File: src/rtl/gp_rf_pkg.sv
// Shared constants and helpers for the multi-port general register file.
package gp_rf_pkg;

  localparam int DW_DEF = 32;
  localparam int AW_DEF = 5;
  localparam int RF_DEPTH = 2 ** AW_DEF;
  localparam logic [31:0] ZERO_ADDR = 32'd0;

  // With a hardwired r0, address 0 never accepts writes or busy marks.
  function automatic logic writable(input logic [31:0] addr, input logic zero_r0);
    return !(zero_r0 && (addr == ZERO_ADDR));
  endfunction

endpackage

File: src/rtl/gp_rf_rdport.sv
// One read port: write-through bypass with highest-port priority, plus stall flag.
module gp_rf_rdport
  import gp_rf_pkg::*;
#(
  parameter int DW      = DW_DEF,
  parameter int AW      = AW_DEF,
  parameter int NWR     = 1,
  parameter int ZERO_R0 = 1
) (
  input  logic [AW-1:0]     ra,
  input  logic [DW-1:0]     stored,
  input  logic              busy,
  input  logic [NWR-1:0]    we,
  input  logic [NWR*AW-1:0] wa,
  input  logic [NWR*DW-1:0] wd,
  output logic [DW-1:0]     rd,
  output logic              rd_busy
);

  localparam logic Z0 = (ZERO_R0 != 0);

  logic hit;

  always_comb begin
    rd  = stored;
    hit = 1'b0;
    for (int j = 0; j < NWR; j++) begin
      if (we[j] && (wa[j*AW +: AW] == ra) && writable(32'(ra), Z0)) begin
        rd  = wd[j*DW +: DW];
        hit = 1'b1;
      end
    end
    if (!writable(32'(ra), Z0)) rd = '0;
    // A retiring producer this cycle supplies the data, so no stall.
    rd_busy = busy && !hit;
  end

endmodule

File: src/rtl/gp_regfile_mp.sv
// Multi-port register file with write-through bypass and busy scoreboard.
// Optional write trace enabled by defining GRF_TRACE_EN.
module gp_regfile_mp
  import gp_rf_pkg::*;
#(
  parameter int DW      = DW_DEF,
  parameter int AW      = AW_DEF,
  parameter int NRD     = 2,
  parameter int NWR     = 1,
  parameter int ZERO_R0 = 1
) (
  input  logic              clk,
  input  logic              reset,
  input  logic [NRD*AW-1:0] ra,
  output logic [NRD*DW-1:0] rd,
  output logic [NRD-1:0]    rd_busy,
  input  logic [NWR-1:0]    we,
  input  logic [NWR*AW-1:0] wa,
  input  logic [NWR*DW-1:0] wd,
  input  logic [NWR*32-1:0] wpc,
  input  logic              sb_set,
  input  logic [AW-1:0]     sb_addr,
  output logic [AW:0]       busy_cnt
);

  localparam int DEPTH = 2 ** AW;
  localparam logic Z0 = (ZERO_R0 != 0);

  logic [DW-1:0]    regs [DEPTH];
  logic [DEPTH-1:0] busy;
  logic [DEPTH-1:0] busy_set;
  logic [DEPTH-1:0] busy_clr;
  logic [DEPTH-1:0] busy_next;
  logic [NWR-1:0]   wvalid;
  logic [NWR-1:0]   commit;
  logic [AW:0]      busy_inc;
  logic [AW:0]      busy_dec;

  always_comb begin
    wvalid   = '0;
    commit   = '0;
    busy_clr = '0;
    busy_set = '0;
    busy_dec = '0;
    for (int j = 0; j < NWR; j++) begin
      wvalid[j] = we[j] && writable(32'(wa[j*AW +: AW]), Z0);
      if (wvalid[j]) busy_clr[wa[j*AW +: AW]] = 1'b1;
    end
    // A write survives only if no higher port targets the same register.
    for (int j = 0; j < NWR; j++) begin
      commit[j] = wvalid[j];
      for (int k = j + 1; k < NWR; k++) begin
        if (wvalid[k] && (wa[k*AW +: AW] == wa[j*AW +: AW])) commit[j] = 1'b0;
      end
    end
    if (sb_set && writable(32'(sb_addr), Z0)) busy_set[sb_addr] = 1'b1;
    // Set after clear: a newly issued producer outranks the retiring one.
    busy_next = (busy & ~busy_clr) | busy_set;
    busy_inc  = (AW+1)'(|(busy_set & ~busy));
    for (int j = 0; j < NWR; j++) begin
      if (commit[j] && busy[wa[j*AW +: AW]] && !busy_set[wa[j*AW +: AW]])
        busy_dec = busy_dec + (AW+1)'(1);
    end
  end

  always_ff @(posedge clk) begin
    if (reset) begin
      busy     <= '0;
      busy_cnt <= '0;
      for (int a = 0; a < DEPTH; a++) regs[a] <= '0;
    end else begin
      busy     <= busy_next;
      busy_cnt <= busy_cnt + busy_inc - busy_dec;
      for (int j = 0; j < NWR; j++) begin
        if (commit[j]) regs[wa[j*AW +: AW]] <= wd[j*DW +: DW];
      end
    end
  end

  for (genvar i = 0; i < NRD; i++) begin : g_rd
    gp_rf_rdport #(
      .DW      (DW),
      .AW      (AW),
      .NWR     (NWR),
      .ZERO_R0 (ZERO_R0)
    ) u_port (
      .ra      (ra[i*AW +: AW]),
      .stored  (regs[ra[i*AW +: AW]]),
      .busy    (busy[ra[i*AW +: AW]]),
      .we      (we),
      .wa      (wa),
      .wd      (wd),
      .rd      (rd[i*DW +: DW]),
      .rd_busy (rd_busy[i])
    );
  end

`ifdef GRF_TRACE_EN
  always_ff @(posedge clk) begin
    if (!reset) begin
      for (int j = 0; j < NWR; j++) begin
        if (commit[j])
          $display("%d@%h: $%d <= %h", $time, wpc[j*32 +: 32], wa[j*AW +: AW], wd[j*DW +: DW]);
      end
    end
  end
`else
  logic unused_wpc;
  assign unused_wpc = ^wpc;
`endif

endmodule
File: config.mk
export PLATFORM = sky130hd
export DESIGN_NAME = gp_regfile_mp
export DESIGN_NICKNAME = d
export VERILOG_FILES = /design/src/rtl/gp_rf_pkg.sv /design/src/rtl/gp_rf_rdport.sv /design/src/rtl/gp_regfile_mp.sv
export SDC_FILE = /design/constraint.sdc
export NUM_CORES = 2
export LEC_CHECK = 0
export BUFFER_PORTS_ARGS = -buffer_cell sky130_fd_sc_hd__buf_2
export CORE_MARGIN = 4
export CORE_UTILIZATION = 30
export DETAILED_ROUTE_END_ITERATION = 8
export GPL_TIMING_DRIVEN = 0
export PLACE_DENSITY = 0.43
export SYNTH_ARGS = -nofsm -noshare
export SYNTH_HDL_FRONTEND = slang
export SYNTH_HIERARCHICAL = 1
export SYNTH_SLANG_ARGS = --single-unit
File: constraint.sdc
create_clock -name clk -period 3.9 [get_ports clk]
set_input_delay 0.585 -clock clk [delete_from_list [all_inputs] [get_ports clk]]
set_output_delay 0.585 -clock clk [all_outputs]
set_load 0.01 [all_outputs]
==> results.md <==
- CTS tree: yes
- Unrepaired setup endpoints after global routing: no
- Primary FF master, synth: edfxtp_1
- Sequential power share: 0.450
- Total die area: between 0.2 and 0.25 mm2
- Clock network power share: 0.395
- Root buf cell: clkbuf_16
- Avg WL per Cell: 34.46 um
- Skew final: 0.02204 ns
- Worst hold-check path type: in2reg
- Initial antenna violation count: 28
- DRC: 0
- XOR/XNOR share of the synthesized area: 0.002679
- PwrDens: 436.7 mW/mm2
- Clock Latency Late Sink: roughly 0.76 ns
- Htree depth: 4
- Failing checks: setup timing
- Type of the worst setup path: in2out
- Synthesized area per cell: roughly 15 um2
- # rows: 162
- DR pass1 iterations: 6
- Clock sink count: 1,062
- Pint: 21.78 mW
- Synthesis-to-layout area growth: 16.49%
- Yosys reg bits: 1,062
- Post-synthesis mux area share: 0.2508
- Max-slew headroom: 0.03185
- Fin. max-slew vios: 0
- Worst setup margin: -0.04030 ns
- Die H: 450.9 um
- Post-DP HPWL: 182,100 um
- Sw power: between 8 and 9 mW
- Synth top area share: 0.5225
- Critical Path Sink Type: output pin
- Sw Ratio: 0.2726
- Nets: approximately 4.4k
- Adder-cell share of the synthesized area: 0.001616
- Vias in the first global route: 38.85k
- Largest net degree at the start of global routing: 33
- Crit path launch type: input port
- Critical Path AT: between 3 and 4 ns
- Cell Area, Placed: 0.06399 mm2
- Max Clk Rate: 253.8 MHz
- Yosys warns: 6
- Core area: 0.1950 mm2
- Fin util: 0.3516
- Final worst-path cycle share: 1.010
- PortBufs: ~130
- Die X: 450.9 um
- Combinational power share: 0.155
- EDFF count, synth: 1,024
- Mapped cell area: 0.05885 mm2
- Status: finished with violations
- Finish-stage setup viols: 2
- Largest area contributor in the netlist: edfxtp_1
- CTS buffer count: approximately 130
- Final min period: 3.940 ns
- P_leak: about 24 nW
- Area contributors post-synth: edfxtp_1 (52%), mux4_2 (20%), and2_1 (11%)
- CP Max Fanout: 10
- Starting DRT DRC Count: ~3.7k
- Post-Synth Simple-Gate Area: 0.1311
- Mapped Cells: 3,974
- Crit path required time: ~3.3 ns
- Drt via density: 5.371
- Worst Tran Pin Value: between 1 and 1.5 ns
- Final GP Congestion: ~0.97
- Asr flop ratio synth: 0
- CTS max path bufs: 3
- Via count: 37.78k
- First-pass GRT wire length: 328,000 um
- Total gr overflow: 0
- Most frequent cells in the layout: edfxtp_1 (1,024), and2_1 (994), mux4_2 (530)
- Peak supply drop: roughly 0.00025 V
- Initial Util: 0.3018
- # IOs: 160
- Largest family of logic cells by synthesized area: multiplexers
- Commonest non-fill, non-tap cell in the layout: edfxtp_1
- Layout cell share with drive strength beyond 1: 0.2666
- Cell variety after synth: 70
- Final ANT Viol Nets: 0
- GRT Overall Usage: 0.2351
- Pre-CTS setup slack: -1.622 ns
- Complex-gate fraction of the synthesized area: 0.04069
- Clk pin slew, worst setup/hold paths: 0.05 ns
- DRT Wirelength: 242,500 um
- Post-route cell area: 0.06855 mm2
- Final Hold Fails: 0
- Seq/Total Area, Yosys: 0.5354
- Max cap viols: 0
[cell type report]
cell class | instances | area (um2)
flip-flops and latches | 1062 | 31510
diodes | 15 | 37.54
clock inverters | 48 | 331.6
well taps | 2624 | 3283
multi-input cells | 2476 | 25840
plain buffers | 439 | 2379
clock buffers | 182 | 3681
repair buffers | 161 | 1384
fillers | 18980 | 126400
inverters | 28 | 105.1
[synthesized netlist by cell type (all sizes together), types with 3 or more instances]
library cell / instances
buf: 156
nand3b: 3
xor2: 7
nand4: 68
edfxtp: 1024
o22ai: 4
ha: 6
mux4: 531
xnor2: 11
nor3: 10
and3: 3
o211ai: 4
o21ai: 132
a31oi: 7
nand2: 107
nand3: 8
dfxtp: 38
a22o: 66
or3b: 3
nor2: 57
nor2b: 12
mux2i: 277
inv: 28
nand2b: 4
clkbuf: 283
a21oi: 20
nor4: 4
a21boi: 3
a221oi: 66
and2: 997
[power by group through the flow]
stage          Clock (mW)  Sequential, mW  Combinational (mW)
4_1_cts              12.0            13.5                4.59
3_5_place_dp            0            13.7                4.51
3_3_place_gp            0            13.8                4.36
5_1_grt              12.5            13.5                4.80
6_report             11.8            13.5                4.63
2_1_floorplan           0            13.6                2.54
[stage by stage]
| stage | TNS (ns) | hold slack, ns | power (mW) | std cells |
|---|---|---|---|---|
| 4_1_cts | -0.03366 | 0.1736 | 30.09 | 7020 |
| 3_5_place_dp | -87.07 | 0.5058 | 18.20 | 6790 |
| 2_1_floorplan | -159.15 | 0.4650 | 16.16 | 4005 |
| 3_3_place_gp | -3136.78 | 0.4972 | 18.12 | 6754 |
| 6_report | -0.06662 | 0.2498 | 29.93 | 7035 |
| 5_1_grt | 0 | 0.2162 | 30.83 | 7024 |
[critical path, cell delays in order]
cell      delay (ns)
buf_2           0.17
buf_2           0.18
buf_6           0.22
buf_6           0.29
buf_6           0.27
mux4_2          0.52
mux2i_1         0.41
a221oi_1        0.21
nand2_1         0.19
o21ai_4         0.11
buf_2           0.17
[final timing paths]
path,start,endpoint,slack [ns],cells past startpoint
worst max-delay path,ra[0],rd[30],-0.04,11
worst min-delay path,wd[7],regs[4][7],0.25,2
worst max register to register,busy[23],busy_cnt[4],0.54,14
worst min register to register,busy[0],busy[0],0.52,1
[registers in the layout, summed over array words and instances, names as in the netlist]
name / count
regs: 1024
busy_cnt: 6
busy: 32
[cell families after synthesis]
logic type | Yosys count
multiplexers | 810
AO/OA/AOI/OAI | 317
adder cells (fa/ha/maj) | 7
buffers and inverters | 467
XOR/XNOR | 18
other | 1
AND/OR/NAND/NOR | 1292
flip-flops | 1062
[metal layers]
metal	share of wire	vias to the layer above	GRT usage
met4	0.048	4	0.1002
met3	0.062	370	0.04168
met2	0.48	1362	0.3872
met1	0.41	20070	0.3054
li1	-	15980	-
met5	0.000095	-	0
[repair_timing]
| item | in CTS | in global routing |
|---|---|---|
| setup endpoints to repair | 66 | 31 |
| pin swaps | 1 | 1 |
| setup buffers | 0 | 0 |
| gates resized for setup | 142 | 40 |
| hold buffers | 0 | 0 |
No activity file was read; power rests on OpenSTA's default activity.
